===== config.mk =====
export PLATFORM = sky130hd
export DESIGN_NAME = mc_ctrl
export DESIGN_NICKNAME = d
export VERILOG_FILES = /design/src/rtl/mc_ctrl.sv
export SDC_FILE = /design/constraint.sdc
export NUM_CORES = 1
export LEC_CHECK = 0
export ABC_AREA = 1
export BUFFER_PORTS_ARGS = -buffer_cell sky130_fd_sc_hd__clkbuf_2
export CAP_MARGIN = 20
export CORE_MARGIN = 5
export CORE_UTILIZATION = 55
export DETAILED_ROUTE_END_ITERATION = 12
export GPL_TIMING_DRIVEN = 0
export HOLD_SLACK_MARGIN = 0.05
export PLACE_DENSITY = 0.86
export SLEW_MARGIN = 20
export SYNTH_ARGS = -nofsm -noshare
export SYNTH_HDL_FRONTEND = slang
export SYNTH_SLANG_ARGS = --single-unit

===== constraint.sdc =====
create_clock -name clk -period 2.53 [get_ports clk]
set_clock_uncertainty 0.1 [all_clocks]
set_input_delay 0.1265 -clock clk [delete_from_list [all_inputs] [get_ports clk]]
set_output_delay 0.1265 -clock clk [all_outputs]
set_load 0.005 [all_outputs]

===== src/rtl/mc_ctrl.sv =====
// Multicycle MIPS-style control unit: FETCH/DECODE/EXEC/MEM/WB sequencer with
// instruction decode, per-state control strobes and a retired-instruction counter.
module mc_ctrl #(
  parameter int ALUCTR_W = 5,
  parameter int CNT_W    = 16,
  parameter int MEM_WAIT = 1
) (
  input  logic                clk,
  input  logic                rst_n,
  input  logic [5:0]          op,
  input  logic [5:0]          func,
  input  logic                zero,
  input  logic                sign,
  input  logic                mem_ready,
  output logic [2:0]          state,
  output logic                PCWr,
  output logic                IRWr,
  output logic                MemRd,
  output logic                MemWr,
  output logic                RegWr,
  output logic                ALUSrc,
  output logic                MemtoReg,
  output logic                ExtOp,
  output logic [1:0]          PCSrc,
  output logic [1:0]          RegDst,
  output logic [ALUCTR_W-1:0] ALUctr,
  output logic                illegal,
  output logic                retire,
  output logic [CNT_W-1:0]    retire_cnt
);

  localparam logic [2:0] S_FETCH  = 3'd0;
  localparam logic [2:0] S_DECODE = 3'd1;
  localparam logic [2:0] S_EXEC   = 3'd2;
  localparam logic [2:0] S_MEM    = 3'd3;
  localparam logic [2:0] S_WB     = 3'd4;

  localparam logic [3:0] ALU_ADD  = 4'd0;
  localparam logic [3:0] ALU_SUB  = 4'd1;
  localparam logic [3:0] ALU_AND  = 4'd2;
  localparam logic [3:0] ALU_OR   = 4'd3;
  localparam logic [3:0] ALU_XOR  = 4'd4;
  localparam logic [3:0] ALU_NOR  = 4'd5;
  localparam logic [3:0] ALU_SLT  = 4'd6;
  localparam logic [3:0] ALU_SLTU = 4'd7;
  localparam logic [3:0] ALU_SLL  = 4'd8;
  localparam logic [3:0] ALU_SRL  = 4'd9;
  localparam logic [3:0] ALU_SRA  = 4'd10;
  localparam logic [3:0] ALU_LUI  = 4'd11;

  localparam logic [1:0] PC_SEQ = 2'd0;
  localparam logic [1:0] PC_BR  = 2'd1;
  localparam logic [1:0] PC_J   = 2'd2;
  localparam logic [1:0] PC_RS  = 2'd3;

  logic [2:0]       state_reg, state_next;
  logic [CNT_W-1:0] cnt_reg;

  logic       is_rtype, is_jr, is_lw, is_sw, is_br, is_j, is_jal, is_ialu, is_ill;
  logic       ext_imm, br_taken, mem_ok;
  logic [3:0] alu_code;

  // With MEM_WAIT=0 every memory access is assumed to complete in one cycle.
  assign mem_ok = mem_ready | (MEM_WAIT == 0);

  always_comb begin
    is_rtype = 1'b0;
    is_jr    = 1'b0;
    is_lw    = 1'b0;
    is_sw    = 1'b0;
    is_br    = 1'b0;
    is_j     = 1'b0;
    is_jal   = 1'b0;
    is_ialu  = 1'b0;
    is_ill   = 1'b0;
    ext_imm  = 1'b0;
    alu_code = ALU_ADD;
    case (op)
      6'b000000: begin
        is_rtype = 1'b1;
        case (func)
          6'b100000, 6'b100001: alu_code = ALU_ADD;
          6'b100010, 6'b100011: alu_code = ALU_SUB;
          6'b100100:            alu_code = ALU_AND;
          6'b100101:            alu_code = ALU_OR;
          6'b100110:            alu_code = ALU_XOR;
          6'b100111:            alu_code = ALU_NOR;
          6'b101010:            alu_code = ALU_SLT;
          6'b101011:            alu_code = ALU_SLTU;
          6'b000000:            alu_code = ALU_SLL;
          6'b000010:            alu_code = ALU_SRL;
          6'b000011:            alu_code = ALU_SRA;
          6'b001000: begin
            is_rtype = 1'b0;
            is_jr    = 1'b1;
          end
          default: begin
            is_rtype = 1'b0;
            is_ill   = 1'b1;
          end
        endcase
      end
      6'b100011: begin
        is_lw   = 1'b1;
        ext_imm = 1'b1;
      end
      6'b101011: begin
        is_sw   = 1'b1;
        ext_imm = 1'b1;
      end
      6'b000100, 6'b000101, 6'b000110, 6'b000111: begin
        is_br    = 1'b1;
        alu_code = ALU_SUB;
      end
      6'b000010: is_j   = 1'b1;
      6'b000011: is_jal = 1'b1;
      6'b001000, 6'b001001: begin
        is_ialu = 1'b1;
        ext_imm = 1'b1;
      end
      6'b001010: begin
        is_ialu  = 1'b1;
        ext_imm  = 1'b1;
        alu_code = ALU_SLT;
      end
      6'b001011: begin
        is_ialu  = 1'b1;
        ext_imm  = 1'b1;
        alu_code = ALU_SLTU;
      end
      6'b001100: begin
        is_ialu  = 1'b1;
        alu_code = ALU_AND;
      end
      6'b001101: begin
        is_ialu  = 1'b1;
        alu_code = ALU_OR;
      end
      6'b001110: begin
        is_ialu  = 1'b1;
        alu_code = ALU_XOR;
      end
      6'b001111: begin
        is_ialu  = 1'b1;
        alu_code = ALU_LUI;
      end
      default: is_ill = 1'b1;
    endcase
  end

  // Branch opcodes 000100..000111 select their condition by the low two op bits.
  always_comb begin
    case (op[1:0])
      2'b00:   br_taken = zero;
      2'b01:   br_taken = !zero;
      2'b10:   br_taken = sign | zero;
      default: br_taken = !sign && !zero;
    endcase
  end

  always_comb begin
    state_next = S_FETCH;
    PCWr       = 1'b0;
    IRWr       = 1'b0;
    MemRd      = 1'b0;
    MemWr      = 1'b0;
    RegWr      = 1'b0;
    ALUSrc     = 1'b0;
    MemtoReg   = 1'b0;
    ExtOp      = 1'b0;
    PCSrc      = PC_SEQ;
    RegDst     = 2'd0;
    illegal    = 1'b0;
    retire     = 1'b0;
    // Holding rst_n low silences every strobe even though the state is already FETCH.
    if (rst_n) begin
      case (state_reg)
        S_FETCH: begin
          MemRd = 1'b1;
          if (mem_ok) begin
            IRWr       = 1'b1;
            PCWr       = 1'b1;
            state_next = S_DECODE;
          end else begin
            state_next = S_FETCH;
          end
        end
        S_DECODE: begin
          if (is_ill) begin
            illegal = 1'b1;
          end else if (is_j || is_jal) begin
            PCWr   = 1'b1;
            PCSrc  = PC_J;
            retire = 1'b1;
            if (is_jal) begin
              RegWr  = 1'b1;
              RegDst = 2'd2;
            end
          end else if (is_jr) begin
            PCWr   = 1'b1;
            PCSrc  = PC_RS;
            retire = 1'b1;
          end else begin
            state_next = S_EXEC;
          end
        end
        S_EXEC: begin
          ExtOp = ext_imm;
          if (is_br) begin
            retire = 1'b1;
            if (br_taken) begin
              PCWr  = 1'b1;
              PCSrc = PC_BR;
            end
          end else if (is_lw || is_sw) begin
            ALUSrc     = 1'b1;
            state_next = S_MEM;
          end else begin
            ALUSrc     = is_ialu;
            state_next = S_WB;
          end
        end
        S_MEM: begin
          if (is_lw) begin
            MemRd      = 1'b1;
            state_next = mem_ok ? S_WB : S_MEM;
          end else begin
            MemWr      = 1'b1;
            retire     = mem_ok;
            state_next = mem_ok ? S_FETCH : S_MEM;
          end
        end
        S_WB: begin
          RegWr    = 1'b1;
          RegDst   = is_rtype ? 2'd1 : 2'd0;
          MemtoReg = is_lw;
          retire   = 1'b1;
        end
        default: state_next = S_FETCH;
      endcase
    end
  end

  always_ff @(posedge clk or negedge rst_n) begin
    if (!rst_n) begin
      state_reg <= S_FETCH;
      cnt_reg   <= '0;
    end else begin
      state_reg <= state_next;
      if (retire) cnt_reg <= cnt_reg + 1'b1;
    end
  end

  assign state      = state_reg;
  assign ALUctr     = ALUCTR_W'(alu_code);
  assign retire_cnt = cnt_reg;

endmodule


---- After elaboration in Yosys (flattened, before gate mapping) ----
Index checks and enable logic that the tools add are counted.
operators by class
  bitwise operators ....................... 1
  $lt $le $gt $ge ......................... 0
  multipliers ............................. 0
  eq/ne operators ......................... 35
  reductions and logical operators ........ 16
  divide/modulo/power cells ............... 0
  mux-type cells .......................... 76
  $add $sub $neg .......................... 1
  shift operators ......................... 0
operators with widths
  operator                                        count
  == test 6 bit (second input constant)           12
  == test 6 x 4 -> 1 bit (second input constant)  9
  2-to-1 mux 1 bit                                48
  case mux 4 bit (10 select lines)                1
  case mux 4 bit (8 select lines)                 1
  == test 6 x 2 -> 1 bit (second input constant)  4
  == test 6 x 3 -> 1 bit (second input constant)  4
  2-to-1 mux 2 bit                                12
  adder 16 x 1 -> 16 bit (second input constant)  1
  OR reduction 16 bit                             1
  2-to-1 mux 3 bit                                5
  OR reduction 14 bit                             1
  OR reduction 13 bit                             1
  zero test 6 bit                                 2
  case mux 3 bit (4 select lines)                 1
  case mux 2 bit (2 select lines)                 2
  OR reduction 8 bit                              1
  == test 3 x 2 -> 1 bit (second input constant)  2
  case mux 1 bit (2 select lines)                 3
  case mux 1 bit (3 select lines)                 2
  OR reduction 6 bit                              1
  case mux 1 bit (4 select lines)                 1
  OR reduction 4 bit                              1
  == test 3 x 1 -> 1 bit (second input constant)  1
  10 further kinds                                12
storage, ports and cells
  memories kept ........................... 0
  bits in latches ......................... 0
  input bits .............................. 17
  bits in writable memories ............... 0
  output and inout bits ................... 38
  logic and storage cells ................. 131
  bits in read-only memories .............. 0
  flip-flop bits (word level) ............. 19

---- Logic depth before layout (Yosys ltp) ----
Gate-level depths: netlist of run 1.
  depth after elaboration ................. 8
  mapped depth ............................ 12
  gate-level depth less buffers ........... 11

---- Least setup slack after synthesis of run 1 ----
Ideal clock, no wire load.
  kind .................................... register -> register
  start ................................... register cnt_reg[0] (netlist: retire_cnt[0])
  end ..................................... register cnt_reg[14] (netlist: retire_cnt[14])
  path buffers ............................ 0
  library setup time ...................... 0.117 ns
  cell stages (with the launch flop) ...... 11
  period minus slack after synthesis ...... 1.570 ns
  data arrival time ....................... 1.354 ns
  slack ................................... 0.960 ns
  data required time ...................... 2.313 ns
  cells stage by stage .................... dfrtp_1 -> ha_1 -> nand3_1 -> nor2_1 -> nand2_1 -> inv_1 -> nand2_1 -> nor3_1 -> nand2_1 -> nand2_1 -> nand2_1
between the ends
  word-level cells in the longest chain between the ends .. 1
RTL lines
  what                    line  text
  from (decl)             57    logic [CNT_W-1:0] cnt_reg;
  from (signal assigned)  250   if (retire) cnt_reg <= cnt_reg + 1'b1;
  adder 16 x 1 -> 16 bit  250
No other way between the ends.
A chain may end at the register's enable or synchronous reset.

---- Worst setup path after layout of run 1 ----
  start ................................... input rst_n
  end ..................................... output RegWr
between the ends
  word-level cells in the longest chain between the ends .. 1
RTL lines
  what              line  text
  from (decl)       9     input logic rst_n,
  2-to-1 mux 1 bit  176   if (rst_n) begin
  to (decl)         20    output logic RegWr,
No other way between the ends.

==> results.txt, run 1 <==
The library cell contributing the largest single delay on the critical path is sky130_fd_sc_hd__dlygate4sd3_1. The proportion of register bits with asynchronous set or reset after synthesis is between 90% and 100%. The largest net degree at the start of global routing came out at 23.

The via count of the first global-routing pass came out at approximately 1700. In this run the deepest clock path goes through 2 buffers. The count of nets after finishing came out at 341. The total routing resource utilization after global routing came out at 20.63%. Across the run, the number of max-cap violations was 0.

Synthesis handed over a netlist of 265 instances. The simple-gate share of the synthesized area came out at between 40 and 50%. The flow ran to the end, and the final reports show no timing, DRC or antenna violations.

The layout has 281 filler cells. The clock period minus final worst setup slack is between 2 and 2.5 ns. Multiplexer cells account for 0% of the synthesized area. The floorplan has 20 rows. The number of vias in the routed layout came out at 1848. Pin placement for this block handled 55 I/O pins. In this run, the combinational gates consume 21.3% of the power. The post-detailed-route count of antenna-violating nets came out at 0.

The die is 64.86 um tall. The number of inserted diodes is 0. After detailed routing, the number of vias per cell comes to between 5 and 6. After clock tree synthesis, the clock-pin slew on the worst setup and hold paths is 0.10 ns. Setup total negative slack on the finished layout was measured at 0 ns.

The sequential cell area fraction in the yosys report came out at 28.72%. The number of antenna violations at the first check in global routing came out at 0. In this run the number of H-tree levels came out at 1.

IR analysis of the VDD net gives a maximum drop of 0.2099 mV. The DRC violations left is 0. The post-route clock period utilization came out at 90.55%. The final weighted congestion of routability-driven global placement came out at 0.8912. The total wire length came out at 4158 um.

The count of placed standard cells in the final layout, fillers left out came out at ~360. The required time at the worst-slack endpoint came out at 2.30 ns. After clock tree synthesis, the setup repair step added 0 buffers. The critical path goes through dlygate4sd3_1, buf_2, clkbuf_2, nand4_1, nor3_1, or2_2, clkbuf_2. The Yosys warning count is 0. The worst slack on hold paths came out at approximately 0.14 ns.

The peak per-stage delay on the critical path is 0.52 ns. The tightest min-delay check is of the in -> reg type. The critical path startpoint category is an input pin. The dominant combinational cell family by area after synthesis is simple AND/OR/NAND/NOR gates. The clock latency on the worst-skew pair came out at 0.30 ns. The count of flip-flops with a built-in enable after synthesis is 0. The area fraction in compound gates after synthesis is 8.995%.

The total iterations of the first detailed-routing run came out at 4. Setup repair after global routing left no endpoint under its margin. In this design, the largest share of critical-path delay is due to buffers and inverters. The post-synthesis net count came out at ~280. The number of distinct library cells after synthesis is 36. The number of gates on the worst path with buffers counted came out at 7.

The share of synthesized cell area in full adder, half adder and majority cells is 0.7559%. The total standard cell area after synthesis came out at 0.001655 mm2. In this run, placement finished with an instance count of 350.

The starting utilization of the core area is 55.59%. The die boundary width came out at 64.86 um. The first-pass GRT wire length is 7079 um.

The total number of clock tree sinks came out at 19. Of the total synthesized cell area, the portion taken by XOR and XNOR cells is around 1.1%. The share of final-layout standard cells stronger than drive strength 1 came out at 24.53%. The flip-flop count of the largest register, all copies and words added is 16. The total count of hold-check failures in the final report was 0. The worst register-to-register path has a depth of 10. By instance count, the cell type seen most on the critical path is sky130_fd_sc_hd__clkbuf_2.

The number of buffers inserted during clock tree synthesis came out at 3. For this design the total switching power over the nets is 189.6 uW. The number of buffers and inverters on the critical path came out at 4.

By startpoint and endpoint, the worst setup path is classified as in -> out. The cell leakage power is 1.141 nW. The global-route congestion overflow total is 0. The clock share of power came out at ~26%. The power after layout came out at 616.3 uW. The worst setup path is captured at an output pin.

Dividing the synthesized area by the synthesized cell count gives 6.247 um2. The internal power summed over all cells came out at between 400 and 500 uW. Once detailed placement completed, the half-perimeter wirelength came to 3297 um. The final count of pins violating max slew came to 0. The arrival time at the worst endpoint came out at about 2 ns. The maximum achievable frequency came out at 436.5 MHz. The power density normalized to cell area came out at 309.0 mW/mm2. The most used flip-flop cell after synthesis is sky130_fd_sc_hd__dfrtp_1.

The iteration-0 DRC count of the detailed router is about 120. The area of the core is approximately 0.0030 mm2. The sequential cell fraction of total power came out at 53.1%. The cell count of the worst hold path came out at 4. The fraction of power spent switching nets is 30.77%.

The synthesized design contains 19 register bits. The die covers 0.004207 mm2. The root buffer cell is sky130_fd_sc_hd__clkbuf_4.

Buffers placed on the I/O ports in this run total 52. TritonCTS built the clock tree. The number of setup violations in the final report is 0. The mean routed wirelength per cell came out at 11.71 um.

The layout-stage area growth over the synthesis result is 20.48%. The register-to-register setup slack came out at approximately 0.70 ns. In this run the worst path has a maximum fanout of 22.
path summary, 6_finish.rpt:
check / startpoint / endpoint
worst max-delay path: rst_n / RegWr
worst min-delay path: mem_ready / state[2]
worst max register to register: retire_cnt[0] / retire_cnt[14]
worst min register to register: retire_cnt[14] / retire_cnt[14]
max in group asynchronous: rst_n / retire_cnt[3]
min in group asynchronous: rst_n / retire_cnt[10]
cells by family after synthesis:
family          count (synthesis)
compound gates                 23
xor+xnor                        2
fa+ha+maj                       1
buf+inv                        40
flops                          19
other cells                     1
simple gates                  179
area by class of cell:
class	instances	area (um2)	share of cell area (%)
timing repair buffer	53	270.3	13.55
sequential	19	475.5	23.84
clock buffer	4	26.28	1.317
multi-input combinational	206	1010	50.63
inverter	34	127.6	6.399
tap	33	41.29	2.070
buffer	6	43.79	2.196
timing repair:
action | 4_1_cts | 5_1_grt
endpoints found under the hold margin | 19 | 0
endpoints found under the setup margin | 0 | 3
resized for setup | 0 | 3
hold buffers | 1 | 0
worst reg2reg max path: stages, from the launching register on:
cell and delay (ns):
sky130_fd_sc_hd__dfrtp_1 0.42, sky130_fd_sc_hd__ha_1 0.25, sky130_fd_sc_hd__nand3_1 0.09, sky130_fd_sc_hd__nor2_1 0.19, sky130_fd_sc_hd__nand2_1 0.07, sky130_fd_sc_hd__inv_1 0.09
sky130_fd_sc_hd__nand2_1 0.10, sky130_fd_sc_hd__nor3_1 0.22, sky130_fd_sc_hd__nand2_1 0.09, sky130_fd_sc_hd__nand2_1 0.06, sky130_fd_sc_hd__nand2_1 0.04
cells in the mapped netlist (2+ instances only):
library cell               number  area share, %
sky130_fd_sc_hd__inv_1         32            7.3
sky130_fd_sc_hd__buf_6          2            1.4
sky130_fd_sc_hd__nand2_1       84             19
sky130_fd_sc_hd__clkbuf_1       2           0.45
sky130_fd_sc_hd__o21ai_2        2            1.1
sky130_fd_sc_hd__or2_2          3            1.1
sky130_fd_sc_hd__nor3_2         2            1.2
sky130_fd_sc_hd__nor3_1         6            1.8
sky130_fd_sc_hd__nand3_1       18            5.4
sky130_fd_sc_hd__inv_2          2           0.45
sky130_fd_sc_hd__nand3b_1      13            5.9
sky130_fd_sc_hd__a21oi_1        7            2.1
sky130_fd_sc_hd__a211oi_1       2           0.91
sky130_fd_sc_hd__nor2_2         4            1.5
sky130_fd_sc_hd__o21ai_0        4            1.2
sky130_fd_sc_hd__o21a_1         2           0.91
sky130_fd_sc_hd__nor2_1        38            8.6
sky130_fd_sc_hd__nand4_1        4            1.5
sky130_fd_sc_hd__nand2_2        2           0.76
sky130_fd_sc_hd__dfrtp_1       19             29
sky130_fd_sc_hd__nor2_4         2            1.4
power by group through the flow:
stage	combinational [mW]	clock, mW	sequential (mW)
6_report	0.131	0.158	0.327
3_5_place_dp	0.129	0	0.333
5_1_grt	0.151	0.174	0.330
3_3_place_gp	0.127	0	0.332
4_1_cts	0.131	0.159	0.327
2_1_floorplan	0.0717	0	0.332
layout by cell type, fill, tap and decap left out:
| master | netlist | layout |
|---|---|---|
| sky130_fd_sc_hd__a211oi_1 | 2 | 2 |
| sky130_fd_sc_hd__a21o_1 | 1 | 1 |
| sky130_fd_sc_hd__a21oi_1 | 7 | 7 |
| sky130_fd_sc_hd__a221oi_1 | 1 | 1 |
| sky130_fd_sc_hd__a22o_1 | 1 | 1 |
| sky130_fd_sc_hd__a22oi_1 | 1 | 1 |
| sky130_fd_sc_hd__and2_1 | 1 | 1 |
| sky130_fd_sc_hd__buf_2 | 1 | 2 |
| sky130_fd_sc_hd__buf_4 | 1 | 1 |
| sky130_fd_sc_hd__buf_6 | 2 | 2 |
| sky130_fd_sc_hd__clkbuf_1 | 2 | 2 |
| sky130_fd_sc_hd__clkbuf_2 | 0 | 52 |
| sky130_fd_sc_hd__clkbuf_4 | 0 | 3 |
| sky130_fd_sc_hd__conb_1 | 1 | 1 |
| sky130_fd_sc_hd__dfrtp_1 | 19 | 19 |
| sky130_fd_sc_hd__dlygate4sd3_1 | 0 | 1 |
| sky130_fd_sc_hd__ha_1 | 1 | 1 |
| sky130_fd_sc_hd__inv_1 | 32 | 32 |
| sky130_fd_sc_hd__inv_2 | 2 | 2 |
| sky130_fd_sc_hd__nand2_1 | 84 | 84 |
| sky130_fd_sc_hd__nand2_2 | 2 | 2 |
| sky130_fd_sc_hd__nand2_4 | 1 | 1 |
| sky130_fd_sc_hd__nand3_1 | 18 | 18 |
| sky130_fd_sc_hd__nand3_2 | 1 | 1 |
| sky130_fd_sc_hd__nand3b_1 | 13 | 13 |
| sky130_fd_sc_hd__nand4_1 | 4 | 4 |
| sky130_fd_sc_hd__nor2_1 | 38 | 38 |
| sky130_fd_sc_hd__nor2_2 | 4 | 4 |
| sky130_fd_sc_hd__nor2_4 | 2 | 2 |
| sky130_fd_sc_hd__nor3_1 | 6 | 6 |
| sky130_fd_sc_hd__nor3_2 | 2 | 2 |
| sky130_fd_sc_hd__o211ai_1 | 1 | 1 |
| sky130_fd_sc_hd__o21a_1 | 2 | 2 |
| sky130_fd_sc_hd__o21ai_0 | 4 | 4 |
| sky130_fd_sc_hd__o21ai_2 | 2 | 2 |
| sky130_fd_sc_hd__o22ai_1 | 1 | 1 |
| sky130_fd_sc_hd__or2_2 | 3 | 3 |
| sky130_fd_sc_hd__xnor2_1 | 1 | 1 |
| sky130_fd_sc_hd__xor2_1 | 1 | 1 |
per-layer routing:
metal / vias up / wire length [um] / part of all wire (%) / track usage [%]
met5: - / 0 / 0 / 0
met4: 0 / 46 / 1.1 / 6.069
met3: 5 / 304 / 7.3 / 3.813
met2: 62 / 1943 / 47 / 34.36
met1: 820 / 1864 / 45 / 27.09
li1: 961 / - / - / -
stage by stage:
step                cell area (um2)  setup WS, ns  utilization (%)
floorplan                      1655        0.9599                -
global placement               1957        0.6222            65.71
detailed placement             1957        0.5835            65.71
CTS                            1993       0.05492            66.93
global route                   1994      0.009201            66.97
finish                         1994        0.2392            66.97
Note: power is estimated with default switching activity, not from simulation.
==> run 2, diff against run 1 <==
--- a/config.mk
+++ b/config.mk
@@ -10,3 +10,2 @@
 export CAP_MARGIN = 20
-export CORE_MARGIN = 5
 export CORE_UTILIZATION = 55
==> constraint.sdc (replaced) <==
create_clock -name clk -period 2.53 [get_ports clk]
set_clock_uncertainty 0.1 [all_clocks]
set_input_delay 0.3795 -clock clk [delete_from_list [all_inputs] [get_ports clk]]
set_output_delay 0.3795 -clock clk [all_outputs]
set_load 0.05 [all_outputs]
==> run 2 against run 1 <==
Sequential power barely moved. Largest cell class unchanged. Critical endpoint is now retire. Maximum frequency fell by 4.9%. Clock-buffer cell count did not move. Setup slack got worse by 0.12 ns. Critical path type is now reg -> out. Core utilization rose by 4.8 points. Wire length fell by 6.1%. Hold slack improved by 0.24 ns.
==> results.txt, run 2 (synthesis results as in run 1) <==
Walking the worst path, the cells encountered are inv_1, nand3_2, nor2_2, nor2_1, o21ai_2, inv_2, nand2_4, nand2_2, inv_1, clkbuf_4. The area of the die is 0.003233 mm2 (-23%). The flow ran to the end, and the final reports show no timing, DRC or antenna violations. The via count of the first global-routing pass came out at 1589 (-5.9%).

The power density normalized to cell area was 337.6 mW/mm2 (+9.3%). The clock latency on the worst-skew pair was 0.30 ns (about the same). The register-to-register setup slack is 0.75 ns (+0.05 ns). The die boundary width is 56.86 um (-12%). The number of buffers on the longest clock path is 2 (unchanged).

The share of final-layout standard cells stronger than drive strength 1 came out at 25.78% (+1.2 points). The count of placed standard cells in the final layout, fillers left out came out at 353 (-0.56%). The worst register-to-register path ends at retire_cnt[14]. In this run the critical register-to-register path is launched from retire_cnt[0].

The final weighted congestion of routability-driven global placement came out at 0.9347 (+4.9%). TritonCTS built the clock tree. The final count of pins violating max slew came to 0 (unchanged). The top cell family by delay on the critical path is simple AND/OR/NAND/NOR gates.

The total number of placement rows is 19 (-5.0%). The worst setup path is launched from a flip-flop. The DRC violations left came out at 0 (unchanged). Compared with the post-synthesis result, the final layout area differs by 21.69%. The critical path in this run is classified as reg -> out. The first-pass GRT wire length came out at 6534 um (-7.7%). The total number of clock tree sinks is 19 (unchanged). The number of buffers and inverters on the critical path was 4 (unchanged). The maximum achievable frequency was 415.3 MHz (-4.9%).

The arrival time at the worst endpoint is 1.93 ns (-0.13 ns). The worst ir drop on vdd is 0.3344 mV (+59%). The global-route congestion overflow total is 0 (unchanged).

The via density per instance is 5.258 (+1.0%). The library cells used most frequently in the layout, excluding fill and tap cells, are sky130_fd_sc_hd__nand2_1 (83), sky130_fd_sc_hd__clkbuf_2 (51), sky130_fd_sc_hd__nor2_1 (38), sky130_fd_sc_hd__inv_1 (32), sky130_fd_sc_hd__dfrtp_1 (19). The final core utilization is 71.81% (+4.8 points). The peak fanout along the critical path came out at 10 (-55%). The number of port buffers came out at 52 (unchanged). The number of inserted diodes is 0 (unchanged). The worst-case setup margin in the final layout is 0.1222 ns (-0.1169 ns). The commonest non-fill, non-tap cell in the layout is sky130_fd_sc_hd__nand2_1. The total count of hold-check failures in the final report is 0 (unchanged). The number of setup violations in the final report came out at 0 (unchanged). The required time at the worst-slack endpoint is 2.05 ns (-0.25 ns). The post-detailed-route count of antenna-violating nets came out at 0 (unchanged). The cell count of the worst hold path is 4 (unchanged). The clock period minus final worst setup slack came out at 2.408 ns (+0.1169 ns). The cell occurring most often along the worst timing path is sky130_fd_sc_hd__inv_1. The number of gates on the worst path with buffers counted is 10 (+3). The setup fix buffers added after clock tree synthesis is 0 (unchanged).

The worst min-delay path category is in -> reg. The number of buffers inserted during clock tree synthesis is 3 (unchanged). The total routing resource utilization after global routing was 25.47% (+4.8 points). The cell sitting at the root of the clock tree is a sky130_fd_sc_hd__clkbuf_4. The clock-pin slew reported for the worst setup and hold paths after clock tree synthesis came out at 0.10 ns (about the same).

The count of nets after finishing is 341 (unchanged). For this design, the slowest cell found on the critical path is sky130_fd_sc_hd__dfrtp_1. The number of antenna violations at the first check in global routing was 0 (unchanged). The peak per-stage delay on the critical path is 0.44 ns (-0.08 ns). The worst hold path terminates at state[2]. The mean routed wirelength per cell is 11.06 um (-5.6%). The largest net degree at the start of global routing is 20 (-13%). The die outline height came to 56.86 um (-12%). The level count of the clock H-tree came out at 1 (unchanged). The worst relative slew slack is a little over two fifths.

The worst setup path startpoint is state[2]. The total of max-cap violations came out at 0 (unchanged). The flip-flop count of the largest register, all copies and words added came out at 16 (unchanged). The number of cells on the worst reg-to-reg path is 10 (unchanged). The total instance count after detailed placement came out at 348 (-0.57%). The pre-CTS setup slack is 0.02223 ns (-0.5613 ns).

The cell leakage power is 1.140 nW (about the same). The total iterations of the first detailed-routing run is 6 (+2). The iteration-0 DRC count of the detailed router is 144 (+25%). In this run the most critical hold path is launched from mem_ready.

STA classifies the critical path endpoint as an output pin. The post-route clock period utilization came out at 95.17% (+4.6 points). The total wire length is 3903 um (-6.1%). The number of ports placed on the die boundary came out at 55 (unchanged).

The detailed placement HPWL came out at 3040 um (-7.8%). The number of vias in the routed layout came to 1856 (+0.43%). The area of the core came out at 0.002805 mm2 (-5.8%). The actual slew at the worst max-slew pin came out at between 0.8 and 0.9 ns. The starting utilization of the core area is 59.01% (+3.4 points).
run 2: cell count changes in the layout (fill, tap and decap cells not counted), sizes merged:
cell / delta
clkbuf: +1
buf: -1
run 2: timing repair:
| item | 4_1_cts | 5_1_grt |
|---|---|---|
| endpoints found under the setup margin | 0 | 2 |
| gates resized for setup | 0 | 4 |
| hold endpoints to repair | 19 | 0 |
| hold buffers | 1 | 0 |
run 2: report_power, final:
part	internal, mW	switching [mW]
registers	0.314	0.0142
clock network	0.0615	0.0953
logic	0.0511	0.144
total	0.427	0.253
run 2: layer usage:
metal  track usage [%]  vias to the layer above  routed length (um)
li1                  -                      954                   -
met1             35.76                      855                1837
met2             40.99                       45                1850
met3             4.147                        2                 199
met4             6.272                        0                  15
met5                 0                        -                   0
run 2: per-stage QoR:
stage	setup TNS, ns	hold slack, ns	area, um2	power [mW]
floorplan	-0.1613	-0.01609	1669	0.4671
global placement	0	0.2761	1968	0.5222
detailed placement	0	0.2792	1968	0.5248
CTS	0	0.3727	2004	0.6833
global route	-0.06430	0.4173	2014	0.7185
finish	0	0.3727	2014	0.6801
run 2: worst max-delay path by stage:
| stage | endpoint |
|---|---|
| after floorplan | ALUSrc |
| after global placement | RegWr |
| after detailed placement | RegWr |
| after CTS | retire |
| after global routing | retire |
| final | retire |
run 2: final cells by class:
cell class,instances,area [um2]
well taps,31,38.79
flip-flops and latches,19,475.5
multi-input cells,206,1031
inverters,34,127.6
clock buffers,4,26.28
plain buffers,6,42.54
repair buffers,53,272.8
fillers,257,790.8
run 2: tightest hold or removal path, cell delays in order:
cell                       delay [ns]
sky130_fd_sc_hd__clkbuf_2        0.07
sky130_fd_sc_hd__inv_1           0.07
sky130_fd_sc_hd__nor2_1          0.11
sky130_fd_sc_hd__o21a_1          0.11
